File: config.mk
export PLATFORM = sky130hd
export DESIGN_NAME = tree_query_scheduler
export DESIGN_NICKNAME = d
export VERILOG_FILES = /design/src/rtl/tree_sched_pkg.sv /design/src/rtl/sched_fifo.sv /design/src/rtl/tree_query_scheduler.sv
export SDC_FILE = /design/constraint.sdc
export NUM_CORES = 1
export LEC_CHECK = 0
export ABC_CLOCK_PERIOD_IN_PS = 5750
export CAP_MARGIN = 20
export CORE_ASPECT_RATIO = 1.4
export CORE_MARGIN = 4
export CORE_UTILIZATION = 45
export CTS_BUF_LIST = sky130_fd_sc_hd__clkbuf_4
export CTS_CLUSTER_DIAMETER = 100
export DETAILED_ROUTE_END_ITERATION = 8
export GPL_TIMING_DRIVEN = 0
export PLACE_DENSITY = 0.66
export SYNTH_ARGS = -nofsm -noshare
export SYNTH_HDL_FRONTEND = slang
export SYNTH_SLANG_ARGS = --single-unit
File: constraint.sdc
create_clock -name clk -period 5.75 [get_ports clk]
set_input_delay 0.8625 -clock clk [delete_from_list [all_inputs] [get_ports clk]]
set_output_delay 0.8625 -clock clk [all_outputs]
set_load 0.02 [all_outputs]
File: src/rtl/tree_sched_pkg.sv
// Shared types and default sizes for the tree query scheduler.
package tree_sched_pkg;

  localparam int DEF_PATCH_WIDTH        = 55;
  localparam int DEF_ADDRESS_WIDTH      = 8;
  localparam int DEF_TAG_WIDTH          = 8;
  localparam int DEF_NUM_INTERNAL_NODES = 63;
  localparam int DEF_MAX_INFLIGHT       = 8;

  localparam logic [1:0] ST_IDLE  = 2'd0;
  localparam logic [1:0] ST_LOAD  = 2'd1;
  localparam logic [1:0] ST_QUERY = 2'd2;

  typedef enum logic {
    LANE_A = 1'b0,
    LANE_B = 1'b1
  } lane_e;

  typedef struct packed {
    logic [DEF_TAG_WIDTH-1:0]     tag;
    logic [DEF_ADDRESS_WIDTH-1:0] leaf;
  } result_t;

endpackage

File: src/rtl/sched_fifo.sv
// Synchronous show-ahead FIFO; DEPTH must be a power of two, at least 2.
module sched_fifo #(
  parameter int WIDTH = 8,
  parameter int DEPTH = 8
) (
  input  logic             clk,
  input  logic             rst,
  input  logic             push,
  input  logic [WIDTH-1:0] din,
  input  logic             pop,
  output logic [WIDTH-1:0] dout,
  output logic             full,
  output logic             empty
);

  localparam int AW = $clog2(DEPTH);

  logic [WIDTH-1:0] mem_q [DEPTH];
  logic [AW:0]      wr_ptr_q, wr_ptr_d;
  logic [AW:0]      rd_ptr_q, rd_ptr_d;
  logic             do_push, do_pop;

  assign empty   = (wr_ptr_q == rd_ptr_q);
  assign full    = (wr_ptr_q[AW] != rd_ptr_q[AW]) &&
                   (wr_ptr_q[AW-1:0] == rd_ptr_q[AW-1:0]);
  assign do_push = push & ~full;
  assign do_pop  = pop & ~empty;
  assign dout    = mem_q[rd_ptr_q[AW-1:0]];

  always_comb begin
    wr_ptr_d = wr_ptr_q;
    rd_ptr_d = rd_ptr_q;
    if (do_push) wr_ptr_d = wr_ptr_q + (AW+1)'(1);
    if (do_pop)  rd_ptr_d = rd_ptr_q + (AW+1)'(1);
  end

  always_ff @(posedge clk) begin
    if (rst) begin
      wr_ptr_q <= '0;
      rd_ptr_q <= '0;
    end else begin
      wr_ptr_q <= wr_ptr_d;
      rd_ptr_q <= rd_ptr_d;
    end
  end

  // Storage needs no reset; only the pointers define what is valid.
  always_ff @(posedge clk) begin
    if (do_push) mem_q[wr_ptr_q[AW-1:0]] <= din;
  end

endmodule

File: src/rtl/tree_query_scheduler.sv
// Load/query sequencer for internal_node_tree: spreads queries over two
// lookup lanes and returns leaf results in original issue order.
//
//   state    | meaning
//   ---------+---------------------------------------------------------
//   ST_IDLE  | after reset; tree disabled, no queries accepted
//   ST_LOAD  | tree node FSM enabled, counting internal-node writes
//   ST_QUERY | tree loaded; queries issued round-robin to lanes A/B
module tree_query_scheduler
  import tree_sched_pkg::*;
#(
  parameter int PATCH_WIDTH        = DEF_PATCH_WIDTH,
  parameter int ADDRESS_WIDTH      = DEF_ADDRESS_WIDTH,
  parameter int TAG_WIDTH          = DEF_TAG_WIDTH,
  parameter int NUM_INTERNAL_NODES = DEF_NUM_INTERNAL_NODES,
  parameter int MAX_INFLIGHT       = DEF_MAX_INFLIGHT
) (
  input  logic                              clk,
  input  logic                              rst,
  input  logic                              start_load,
  input  logic                              node_wr_en,
  output logic                              tree_fsm_enable,
  output logic                              load_done,
  input  logic                              q_valid,
  output logic                              q_ready,
  input  logic [PATCH_WIDTH-1:0]            q_patch,
  input  logic [TAG_WIDTH-1:0]              q_tag,
  output logic                              tree_patch_en,
  output logic [PATCH_WIDTH-1:0]            tree_patch_in,
  output logic                              tree_patch_two_en,
  output logic [PATCH_WIDTH-1:0]            tree_patch_two_in,
  input  logic                              tree_leaf_en,
  input  logic [ADDRESS_WIDTH-1:0]          tree_leaf_index,
  input  logic                              tree_leaf_two_en,
  input  logic [ADDRESS_WIDTH-1:0]          tree_leaf_index_two,
  output logic                              r_valid,
  input  logic                              r_ready,
  output logic [TAG_WIDTH-1:0]              r_tag,
  output logic [ADDRESS_WIDTH-1:0]          r_leaf,
  output logic [$clog2(MAX_INFLIGHT):0]     outstanding,
  output logic                              err_orphan
);

  localparam int CNT_W = $clog2(NUM_INTERNAL_NODES + 1);
  localparam int OUT_W = $clog2(MAX_INFLIGHT) + 1;
  localparam int RES_W = TAG_WIDTH + ADDRESS_WIDTH;

  logic [1:0]             state_q, state_d;
  logic [CNT_W-1:0]       node_cnt_q, node_cnt_d;
  lane_e                  lane_ptr_q, lane_ptr_d;
  logic [OUT_W-1:0]       outstanding_q, outstanding_d;
  logic                   err_orphan_q, err_orphan_d;
  logic                   en_a_q, en_a_d, en_b_q, en_b_d;
  logic [PATCH_WIDTH-1:0] patch_a_q, patch_a_d, patch_b_q, patch_b_d;

  logic                   accept, deliver, head_is_b, any_full;
  logic                   push_a, push_b, comp_a, comp_b;
  logic [TAG_WIDTH-1:0]   tag_a_head, tag_b_head;
  logic                   tag_a_full, tag_a_empty, tag_b_full, tag_b_empty;
  logic [RES_W-1:0]       res_a_head, res_b_head, head_res;
  logic                   res_a_full, res_a_empty, res_b_full, res_b_empty;
  logic [0:0]             ord_head;
  logic                   ord_full, ord_empty;

  assign any_full = tag_a_full | tag_b_full | res_a_full | res_b_full | ord_full;
  assign q_ready  = (state_q == ST_QUERY) &&
                    (outstanding_q < OUT_W'(MAX_INFLIGHT)) && !any_full;
  assign accept   = q_valid & q_ready;
  assign push_a   = accept & (lane_ptr_q == LANE_A);
  assign push_b   = accept & (lane_ptr_q == LANE_B);
  assign comp_a   = tree_leaf_en & ~tag_a_empty;
  assign comp_b   = tree_leaf_two_en & ~tag_b_empty;

  assign head_is_b = ord_head[0];
  assign r_valid   = ~ord_empty & (head_is_b ? ~res_b_empty : ~res_a_empty);
  assign deliver   = r_valid & r_ready;
  assign head_res  = head_is_b ? res_b_head : res_a_head;
  assign r_tag     = r_valid ? head_res[RES_W-1 -: TAG_WIDTH] : '0;
  assign r_leaf    = r_valid ? head_res[ADDRESS_WIDTH-1:0] : '0;

  assign tree_fsm_enable   = (state_q == ST_LOAD);
  assign load_done         = (state_q == ST_QUERY);
  assign tree_patch_en     = en_a_q;
  assign tree_patch_in     = patch_a_q;
  assign tree_patch_two_en = en_b_q;
  assign tree_patch_two_in = patch_b_q;
  assign outstanding       = outstanding_q;
  assign err_orphan        = err_orphan_q;

  always_comb begin
    state_d    = state_q;
    node_cnt_d = node_cnt_q;
    case (state_q)
      ST_IDLE: begin
        if (start_load) begin
          state_d    = ST_LOAD;
          node_cnt_d = '0;
        end
      end
      ST_LOAD: begin
        if (node_wr_en) begin
          node_cnt_d = node_cnt_q + CNT_W'(1);
          if (node_cnt_q == CNT_W'(NUM_INTERNAL_NODES - 1)) state_d = ST_QUERY;
        end
      end
      ST_QUERY: begin
        // Reloading under in-flight queries would corrupt their lookups.
        if (start_load && (outstanding_q == '0)) begin
          state_d    = ST_LOAD;
          node_cnt_d = '0;
        end
      end
      default: state_d = ST_IDLE;
    endcase
  end

  always_comb begin
    lane_ptr_d = lane_ptr_q;
    en_a_d     = 1'b0;
    en_b_d     = 1'b0;
    patch_a_d  = patch_a_q;
    patch_b_d  = patch_b_q;
    if (accept) begin
      lane_ptr_d = (lane_ptr_q == LANE_A) ? LANE_B : LANE_A;
      if (lane_ptr_q == LANE_A) begin
        en_a_d    = 1'b1;
        patch_a_d = q_patch;
      end else begin
        en_b_d    = 1'b1;
        patch_b_d = q_patch;
      end
    end
  end

  always_comb begin
    outstanding_d = outstanding_q;
    case ({accept, deliver})
      2'b10:   outstanding_d = outstanding_q + OUT_W'(1);
      2'b01:   outstanding_d = outstanding_q - OUT_W'(1);
      default: outstanding_d = outstanding_q;
    endcase
    err_orphan_d = err_orphan_q | (tree_leaf_en & tag_a_empty) |
                   (tree_leaf_two_en & tag_b_empty);
  end

  always_ff @(posedge clk) begin
    if (rst) begin
      state_q       <= ST_IDLE;
      node_cnt_q    <= '0;
      lane_ptr_q    <= LANE_A;
      outstanding_q <= '0;
      err_orphan_q  <= 1'b0;
      en_a_q        <= 1'b0;
      en_b_q        <= 1'b0;
      patch_a_q     <= '0;
      patch_b_q     <= '0;
    end else begin
      state_q       <= state_d;
      node_cnt_q    <= node_cnt_d;
      lane_ptr_q    <= lane_ptr_d;
      outstanding_q <= outstanding_d;
      err_orphan_q  <= err_orphan_d;
      en_a_q        <= en_a_d;
      en_b_q        <= en_b_d;
      patch_a_q     <= patch_a_d;
      patch_b_q     <= patch_b_d;
    end
  end

  sched_fifo #(.WIDTH(TAG_WIDTH), .DEPTH(MAX_INFLIGHT)) u_tag_a (
    .clk(clk), .rst(rst), .push(push_a), .din(q_tag), .pop(comp_a),
    .dout(tag_a_head), .full(tag_a_full), .empty(tag_a_empty)
  );

  sched_fifo #(.WIDTH(TAG_WIDTH), .DEPTH(MAX_INFLIGHT)) u_tag_b (
    .clk(clk), .rst(rst), .push(push_b), .din(q_tag), .pop(comp_b),
    .dout(tag_b_head), .full(tag_b_full), .empty(tag_b_empty)
  );

  sched_fifo #(.WIDTH(RES_W), .DEPTH(MAX_INFLIGHT)) u_res_a (
    .clk(clk), .rst(rst), .push(comp_a), .din({tag_a_head, tree_leaf_index}),
    .pop(deliver & ~head_is_b),
    .dout(res_a_head), .full(res_a_full), .empty(res_a_empty)
  );

  sched_fifo #(.WIDTH(RES_W), .DEPTH(MAX_INFLIGHT)) u_res_b (
    .clk(clk), .rst(rst), .push(comp_b), .din({tag_b_head, tree_leaf_index_two}),
    .pop(deliver & head_is_b),
    .dout(res_b_head), .full(res_b_full), .empty(res_b_empty)
  );

  sched_fifo #(.WIDTH(1), .DEPTH(MAX_INFLIGHT)) u_order (
    .clk(clk), .rst(rst), .push(accept), .din(lane_ptr_q), .pop(deliver),
    .dout(ord_head), .full(ord_full), .empty(ord_empty)
  );

endmodule

==> results of run 1 <==
==> power breakdown <==
group | total (uW) | switching, uW | internal (uW)
Sequential | 4380 | 2.01 | 4380
Combinational | 169 | 88.4 | 81.0
Clock | 3390 | 1590 | 1800
Total | 7940 | 1680 | 6260
==> registers in the layout (all words and copies together), names as in the netlist, 6 cells and up, named ones only <==
signal             count
u_res_a.mem_q        128
u_res_b.mem_q        128
u_tag_a.mem_q         64
u_tag_b.mem_q         64
tree_patch_in         55
tree_patch_two_in     55
u_order.mem_q          8
node_cnt_q             6
==> final cells by class <==
class	instances	area [sq um]	share of cell area
inverters	18	67.6	0.00241
multi-input cells	706	6940	0.248
repair buffers	246	2500	0.0892
flip-flops and latches	573	15400	0.550
well taps	643	805	0.0287
clock buffers	195	1460	0.0523
diodes	1	2.50	0.0000893
plain buffers	87	497	0.0177
clock inverters	51	347	0.0124
==> worst min-delay path: cells and delay by family (launching register included) <==
| family | cells | cell delay [ps] |
|---|---|---|
| multiplexers | 1 | 60 |
| AND/OR/NAND/NOR | 1 | 60 |
| flip-flops | 1 | 310 |
==> cells in the final DEF, fill, tap and decap left out, drive strengths merged, types with 26 or more instances in the layout <==
master / count
mux4: 98
dfxtp: 181
a22o: 55
mux2i: 81
clkdlybuf4s50: 222
edfxtp: 392
buf: 72
nand2b: 119
clkbuf: 234
mux2: 26
a211oi: 32
nor2: 69
xnor2: 27
clkinv: 39
==> path summary, 6_finish.rpt <==
| check | depth (start not counted) | endpoint | startpoint |
|---|---|---|---|
| max | 8 | r_tag[6] | register |
| min reg2reg | 2 | tree_patch_in[34] | tree_patch_in[34] |
| max reg2reg | 13 | outstanding[3] | u_res_b.wr_ptr_q[1] |
| min | 2 | tree_patch_in[34] | tree_patch_in[34] |
==> metrics by stage <==
stage                     instance area [sq um]  utilization  power (uW)  worst slack (ps)
final                                     28000        0.559        7940               776
after floorplan                           22800            -        4520              2280
after detailed placement                  26200        0.523        4640              1610
after CTS                                 28000        0.559        8050               642
after global placement                    25800        0.516        4640               363
after global routing                      28000        0.559        8280               545
==> metal layers <==
layer / global-route usage / share of wire / up-vias
met1: 0.207 / 0.36 / 6546
li1: - / - / 6175
met3: 0.0660 / 0.073 / 112
met5: 0 / 0.00025 / -
met2: 0.352 / 0.53 / 421
met4: 0.0888 / 0.036 / 2
==> kinds of logic (layout without fill, tap and decap cells) <==
logic type                 Yosys count  after routing  share of synthesized area
other                                0              1                          0
and+or+nand+nor                    316            316                     0.0835
xor gates and xnor gates            46             46                     0.0180
AOI/OAI and AO/OA                  123            123                     0.0447
DFF                                573            573                      0.675
buffers and inverters              105            597                     0.0247
muxes                              205            205                      0.145
adders and majority gates           16             16                    0.00910
==> results.py, run 1 <==
metrics = {
    "synth": {
        "netlist_area_sq_um": 22800,
        "netlist_top_cells_count": "392 x edfxtp_1, 181 x dfxtp_1, 119 x nand2b_1",
        "async_flop_share": 0,
        "synth_nets": 1487,
        "synth_flop_cell": "edfxtp_1",
        "ys_warn_count": 0,
        "synthTopCellsByArea": "edfxtp_1 52%, dfxtp_1 16%, mux4_2 9.7%",
        "ys_types": 64,
        "post-synth-top-area-fraction": 0.516,
        "synth.most_common_cell": "edfxtp_1",
        "seq_area_frac_synth": 0.675,
        "yosys.area.top_type": "edfxtp_1",
        "synth.avg_cell_area_sq_um": 16.5,
        "synth-edff-count": 392,
        "postSynthCellCount": 1384,
        "ys_seq_elements": 573,
    },
    "timing": {
        "setup_violations": 0,
        "tns_ps": 0,
        "fin_crit_sh": 0.865,
        "holdWs_ps": 471,
        "fin_worst_skew_ps": 58.1,
        "worst_slew_pin_slew_ps": 1130,
        "rsz0062_at_grt": "false",
        "maxSlewHeadroom": 0.236,
        "clock.fmax_mhz": 201,
        "finalHoldViolCount": 0,
        "finalMaxSlewViolations": 0,
        "fin_crit_ps": 4970,
    },
    "cts": {
        "cts_sinks": 573,
        "clk_latency_ps": 860,
        "cts_buffers": 139,
        "path_clk_slew_ps": 60,
        "cts.repair.resized": 0,
        "clock_path_buffers": 3,
        "cts_root_buffer": "clkbuf_4",
        "post-cts-setup-buffers": 0,
        "cts_tree": "done",
        "ctsHoldBuffers": 0,
        "cts-htree-levels": 4,
    },
    "route": {
        "drt-initial-drc-count": 499,
        "drt-vias-per-instance": 5.26,
        "drt.antenna.violating_nets": 0,
        "drc": 0,
        "via_count": 13256,
        "drt-total-wl_microns": 52900,
        "dr.pass1.iters": 4,
        "post_drt_wl_per_cell_microns": 21.0,
    },
    "global_routing": {
        "grt_pass1_wl_microns": 81500,
        "antenna_found_initial": 2,
        "grt_pass1_vias": 14690,
        "grt-ovfl-total": 0,
        "grt_max_degree": 17,
        "grt_usage": 0.196,
    },
    "critical_path": {
        "path_max_fanout": 10,
        "worst-path-buf-inv": 3,
        "path_cells": "mux4_2 > mux2i_1 > mux2_4 > a41o_1 > buf_2 > buf_6 > a211oi_1 > clkdlybuf4s50_1",
        "rrSetupSlack_ps": 2510,
        "end_kind": "primary output",
        "cp.arrival_ps": 4110,
        "worst-setup-path-type": "register to primary output",
        "slowest_delay_ps": 670,
        "path_delay_family": "multiplexers",
        "required_ps": 4890,
        "cp_slowest_cell": "clkdlybuf4s50_1",
        "cp-start-kind": "register",
    },
    "finish": {
        "area_growth_syn_to_layout_pct": 22.8,
        "num-fill-cells": 4059,
        "drive_gt1_frac": 0.239,
        "final_cells": 2520,
        "final_nets": 1874,
    },
    "floorplanning": {
        "die-area_sq_um": 54400,
        "die_h_microns": 274,
        "row_count": 97,
        "ioPinCount": 224,
        "die_x_microns": 198,
        "initial_core_util": 0.455,
        "fp.coreArea_sq_um": 50100,
    },
    "pwr": {
        "p_per_area_nw_per_um2": 283,
        "vdd_drop_max_mv": 0.147,
        "p_leak_uw": 0.00930,
    },
    "place": {
        "port_buffers": 222,
        "globalplace.congestion": 0.808,
        "dp.cells": 2273,
        "hpwl_microns": 37300,
    },
    "worst_hold_path": {
        "min_path_type": "register to register",
    },
    "run": {
        "maxCapViolations": 0,
    },
    "outcome": {
        "status": "finished clean",
    },
}
(Power assumes the default switching activity.)
==> inputs of run 2 (changes only) <==
--- a/config.mk
+++ b/config.mk
@@ -7,14 +7,14 @@
 export LEC_CHECK = 0
 export ABC_CLOCK_PERIOD_IN_PS = 5750
 export CAP_MARGIN = 20
-export CORE_ASPECT_RATIO = 1.4
 export CORE_MARGIN = 4
-export CORE_UTILIZATION = 45
+export CORE_UTILIZATION = 30
 export CTS_BUF_LIST = sky130_fd_sc_hd__clkbuf_4
 export CTS_CLUSTER_DIAMETER = 100
 export DETAILED_ROUTE_END_ITERATION = 8
 export GPL_TIMING_DRIVEN = 0
-export PLACE_DENSITY = 0.66
+export PLACE_DENSITY = 0.48
 export SYNTH_ARGS = -nofsm -noshare
 export SYNTH_HDL_FRONTEND = slang
 export SYNTH_SLANG_ARGS = --single-unit
+export TNS_END_PERCENT = 10
==> run 2 against run 1 <==
Compared with the run above: clock skew down 20 ps; flip-flop and latch count unchanged; routed wire length up 9.0%; sequential share of layout area down 1.4 points; hold slack better by 4.9 ps; non-clock buffer count up 1; via count up 0.55%; count of clock-buffer cells in the layout up 54; utilization down 18 points; power up 5.4%; final area up 2.6%; critical endpoint is now r_tag[2]; largest cell class unchanged; largest power group unchanged.
==> results.py, run 2 (synthesized netlist as in run 1, its figures left out) <==
metrics = {
    "floorplanning": {
        "die-area_sq_um": 80500,
        "ioPinCount": 224,
        "fp.coreArea_sq_um": 74900,
        "initial_core_util": 0.304,
        "die_h_microns": 284,
        "die_x_microns": 284,
        "row_count": 100,
    },
    "place": {
        "dp_slack_ps": 1540,
        "dp.cells": 2599,
        "hpwl_microns": 40000,
        "globalplace.congestion": 0.749,
        "port_buffers": 222,
    },
    "finish": {
        "final_common_cell": "edfxtp_1",
        "most-common-layout-cells": "392 x edfxtp_1, 249 x clkbuf_4, 222 x clkdlybuf4s50_1",
        "final_cells": 2883,
        "drive_gt1_frac": 0.260,
        "final_nets": 1895,
        "area_growth_syn_to_layout_pct": 25.9,
        "post-route-util": 0.383,
    },
    "cts": {
        "cts_tree": "done",
        "ctsHoldBuffers": 0,
        "cts-htree-levels": 4,
        "cts_sinks": 573,
        "post-cts-setup-buffers": 0,
        "cts.repair.resized": 0,
        "clk_latency_ps": 930,
        "path_clk_slew_ps": 60,
        "cts_root_buffer": "clkbuf_4",
        "clock_path_buffers": 3,
        "cts_buffers": 159,
    },
    "route": {
        "drt.antenna.violating_nets": 0,
        "drt-initial-drc-count": 665,
        "drt-vias-per-instance": 4.62,
        "via_count": 13329,
        "drt-total-wl_microns": 57600,
        "post_drt_wl_per_cell_microns": 20.0,
        "drc": 0,
        "dr.pass1.iters": 5,
    },
    "global_routing": {
        "grt_max_degree": 17,
        "grt-ovfl-total": 0,
        "grt_pass1_vias": 14784,
        "antenna_found_initial": 5,
        "grt_usage": 0.143,
        "grt_pass1_wl_microns": 87900,
    },
    "critical_path": {
        "end_kind": "primary output",
        "required_ps": 4890,
        "cp-start-kind": "register",
        "path_max_fanout": 8,
        "rrSetupSlack_ps": 2520,
        "timing.rr.end": "outstanding[3]",
        "cp_slowest_cell": "clkdlybuf4s50_1",
        "rr_worst_depth": 11,
        "cp.arrival_ps": 4250,
        "slowest_delay_ps": 710,
        "path_cells": "mux4_2 > mux2i_1 > mux2_4 > a41o_1 > buf_2 > a211oi_1 > clkdlybuf4s50_1",
        "worst-setup-path-type": "register to primary output",
    },
    "timing": {
        "setup_slack_ps": 638,
        "clock.fmax_mhz": 196,
        "fin_crit_ps": 5110,
        "finalMaxSlewViolations": 0,
        "fin_crit_sh": 0.889,
        "finalHoldViolCount": 0,
        "tns_ps": 0,
        "fin_worst_skew_ps": 38.0,
        "setup_violations": 0,
        "worst_slew_pin_slew_ps": 989,
        "rsz0062_at_grt": "false",
        "maxSlewHeadroom": 0.337,
    },
    "outcome": {
        "status": "finished clean",
    },
    "worst_hold_path": {
        "min_path_type": "register to register",
        "min_delay_path_depth": 1,
        "hp-start": "tree_patch_two_in[51]",
        "min_to": "tree_patch_two_in[51]",
    },
    "pwr": {
        "total_power_uw": 8370,
        "p_per_area_nw_per_um2": 291,
        "p_leak_uw": 0.00951,
        "vdd_drop_max_mv": 0.136,
    },
    "run": {
        "maxCapViolations": 0,
    },
}
## run 2: worst max-delay path by stage
stage | to | slack (ps) | start | depth (start not counted)
final | r_tag[2] | 640 | register | 7
after global routing | r_tag[3] | 350 | register | 7
after CTS | r_tag[3] | 420 | register | 7
after detailed placement | r_tag[3] | 1540 | register | 7
after global placement | u_res_a.mem_q[0][0] | -130 | tree_leaf_en | 5
after floorplan | u_res_a.mem_q[0][0] | 2280 | tree_leaf_en | 4
## run 2: power by group
part	switching, uW	internal, uW	leakage (uW)
logic	89.9	81.0	0.00325
registers	2.05	4380	0.00500
clock network	1680	2130	0.00126
## run 2: layout make-up
type	instances	area, sq um
fill	7091	46200
sequential	573	15400
multi-input combinational	706	6940
timing repair buffer	247	2520
clock buffer	249	1870
tap	969	1210
buffer	87	497
clock inverter	28	221
inverter	18	67.6
antenna	6	15.0
## run 2: layer usage
metal	track usage	part of all wire	vias to the layer above
met2	0.237	0.48	394
met5	0	0.00019	-
met4	0.0637	0.031	2
li1	-	-	6241
met3	0.0538	0.074	119
met1	0.166	0.41	6573
## run 2: critical path: cells and delay by family (launching register included)
family	cells	cell delay, ps
buffers and inverters	2	920
muxes	3	1300
DFF	1	380
AOI/OAI and AO/OA	2	710
## run 2: through the flow
step | cell area, sq um | hold WS (ps)
5_1_grt | 28700 | 440
6_report | 28700 | 476
3_5_place_dp | 26600 | 456
4_1_cts | 28700 | 372
2_1_floorplan | 22800 | 479
3_3_place_gp | 26300 | 458
==> inputs of run 3 (changes only) <==
--- a/config.mk
+++ b/config.mk
@@ -16,5 +16,6 @@
 export PLACE_DENSITY = 0.48
 export SYNTH_ARGS = -nofsm -noshare
 export SYNTH_HDL_FRONTEND = slang
+export SYNTH_HIERARCHICAL = 1
 export SYNTH_SLANG_ARGS = --single-unit
 export TNS_END_PERCENT = 10
==> run 3 against run 2 <==
Compared with the run above: count of clock-buffer cells in the layout increased by 2; flip-flop and latch count is the same; sequential share of layout area fell by 1.4 points; final cell count is 4.6% higher; highest routed layer unchanged; clock power hardly changed; sequential power hardly changed; routed wire length increased by 3.2%; synthesized cell count is 3.6% higher.
==> results.py, run 3 <==
metrics = {
    "outcome": {
        "status": "finished clean",
    },
    "place": {
        "globalplace.congestion": 0.808,
        "hpwl_microns": 41800,
        "port_buffers": 223,
        "dp.cells": 2730,
    },
    "route": {
        "met2_length_microns": 28500,
        "post_drt_wl_per_cell_microns": 19.7,
        "drt-total-wl_microns": 59500,
        "drc": 0,
        "wl_met1_microns": 25400,
        "drt-initial-drc-count": 593,
        "dr.max_layer_used": "met5",
        "via_count": 14017,
        "met3_length_microns": 4600,
        "drt-vias-per-instance": 4.65,
        "dr.pass1.iters": 5,
        "drt.antenna.violating_nets": 0,
    },
    "critical_path": {
        "worst-path-buf-inv": 4,
        "rr_worst_depth": 12,
        "worst-setup-path-type": "register to primary output",
        "rrSetupSlack_ps": 1510,
        "cp.arrival_ps": 4030,
        "end_kind": "primary output",
        "path_max_fanout": 10,
        "required_ps": 4890,
        "worstSetupPathDepth": 8,
        "slowest_delay_ps": 620,
        "cp_slowest_cell": "clkdlybuf4s50_1",
        "path_delay_family": "buffers and inverters",
        "path_cells": "mux4_2 > mux2_2 > buf_2 > a211o_1 > clkbuf_1 > buf_1 > nor2_1 > clkdlybuf4s50_1",
        "cp-start-kind": "register",
    },
    "timing": {
        "fin_worst_skew_ps": 57.3,
        "clock.fmax_mhz": 204,
        "fin_crit_ps": 4900,
        "setup_violations": 0,
        "worst_slew_pin_slew_ps": 1060,
        "tns_ps": 0,
        "rsz0062_at_grt": "false",
        "finalMaxSlewViolations": 0,
        "fin_crit_sh": 0.852,
        "maxSlewHeadroom": 0.292,
        "finalHoldViolCount": 0,
    },
    "finish": {
        "num-fill-cells": 7241,
        "drive_gt1_frac": 0.292,
        "final_common_cell": "edfxtp_1",
        "final_cells": 3017,
        "final_nets": 1970,
        "area_growth_syn_to_layout_pct": 26.9,
        "post-route-util": 0.386,
        "most-common-layout-cells": "392 x edfxtp_1, 251 x clkbuf_4, 223 x clkdlybuf4s50_1",
    },
    "global_routing": {
        "grt_usage": 0.146,
        "grt_max_degree": 17,
        "grt_pass1_wl_microns": 91300,
        "grt_pass1_vias": 15215,
        "antenna_found_initial": 4,
        "grt-ovfl-total": 0,
    },
    "cts": {
        "cts-htree-levels": 4,
        "post-cts-setup-buffers": 0,
        "clock_path_buffers": 3,
        "cts_root_buffer": "clkbuf_4",
        "clk_latency_ps": 950,
        "cts_tree": "done",
        "cts_sinks": 573,
        "path_clk_slew_ps": 60,
        "cts_buffers": 164,
        "ctsHoldBuffers": 0,
        "cts.repair.resized": 0,
    },
    "run": {
        "maxCapViolations": 0,
    },
    "floorplanning": {
        "die_h_microns": 286,
        "initial_core_util": 0.304,
        "row_count": 101,
        "die-area_sq_um": 82100,
        "ioPinCount": 224,
        "die_x_microns": 286,
        "fp.coreArea_sq_um": 76500,
    },
    "synth": {
        "synthTopCellsByArea": "edfxtp_1 51%, dfxtp_1 16%, mux4_2 9.5%",
        "netlist_top_cells_count": "392 x edfxtp_1, 181 x dfxtp_1, 114 x nor2_1",
        "postSynthCellCount": 1434,
        "synth-edff-count": 392,
        "seq_area_frac_synth": 0.662,
        "synth.avg_cell_area_sq_um": 16.2,
        "synth_flop_cell": "edfxtp_1",
        "ys_seq_elements": 573,
        "synth_nets": 1536,
        "async_flop_share": 0,
        "synth.most_common_cell": "edfxtp_1",
        "ys_types": 54,
        "ys_warn_count": 6,
        "yosys.area.top_type": "edfxtp_1",
        "post-synth-top-area-fraction": 0.506,
        "netlist_area_sq_um": 23300,
    },
    "pwr": {
        "vdd_drop_max_mv": 0.153,
        "p_per_area_nw_per_um2": 283,
        "p_leak_uw": 0.0105,
        "total_power_uw": 8350,
    },
    "worst_hold_path": {
        "min_path_type": "register to register",
        "min_delay_path_depth": 1,
    },
}
## run 3: per-layer routing
layer  GRT usage  vias to the layer above
met2       0.240                      419
met5           0                        -
met4      0.0488                        2
met1       0.174                     6942
met3      0.0603                       84
li1            -                     6570
## run 3: worst paths after layout
path | start | to
worst max-delay path | register | r_leaf[2]
worst min-delay path | tree_patch_two_in[16] | tree_patch_two_in[16]
worst max register to register | register | outstanding[3]
worst min register to register | tree_patch_two_in[16] | tree_patch_two_in[16]
## run 3: where the power goes
part,internal (uW),switching (uW)
Clock,2110,1700
Combinational,69.1,83.3
Sequential,4380,2.33
## run 3: cell families after synthesis
kind of cell	count (synthesis)	share of synthesized area
AO/OA/AOI/OAI	114	0.0425
XOR/XNOR	43	0.0165
adder cells (fa/ha/maj)	15	0.00807
buffers and inverters	103	0.0236
flip-flops	573	0.662
multiplexers	276	0.176
AND/OR/NAND/NOR	310	0.0714
## run 3: area by class of cell
cell class / instances / area [sq um] / share of cell area
multi-input combinational: 758 / 7490 / 0.254
sequential: 573 / 15400 / 0.522
clock buffer: 251 / 1880 / 0.0639
inverter: 9 / 33.8 / 0.00114
timing repair buffer: 268 / 2650 / 0.0899
tap: 1030 / 1290 / 0.0437
clock inverter: 31 / 241 / 0.00818
buffer: 94 / 514 / 0.0174
antenna: 3 / 7.51 / 0.000254
## run 3: worst reg2reg max path, stage by stage (launching register included)
cell and delay (ps):
dfxtp_1 380, mux4_2 510, mux2_2 320, buf_2 250, a211o_1 330, clkbuf_1 280, nor2_1 660, ha_1 360
clkbuf_1 180, nor4bb_1 310, o21ai_0 130, o31ai_1 100, mux2_2 370
## run 3: stage by stage
stage	area (sq um)	hold slack [ps]	worst slack [ps]
2_1_floorplan	23300	449	2170
3_3_place_gp	26800	460	-805
3_5_place_dp	27400	464	1430
4_1_cts	29500	385	656
5_1_grt	29500	419	504
6_report	29500	480	854
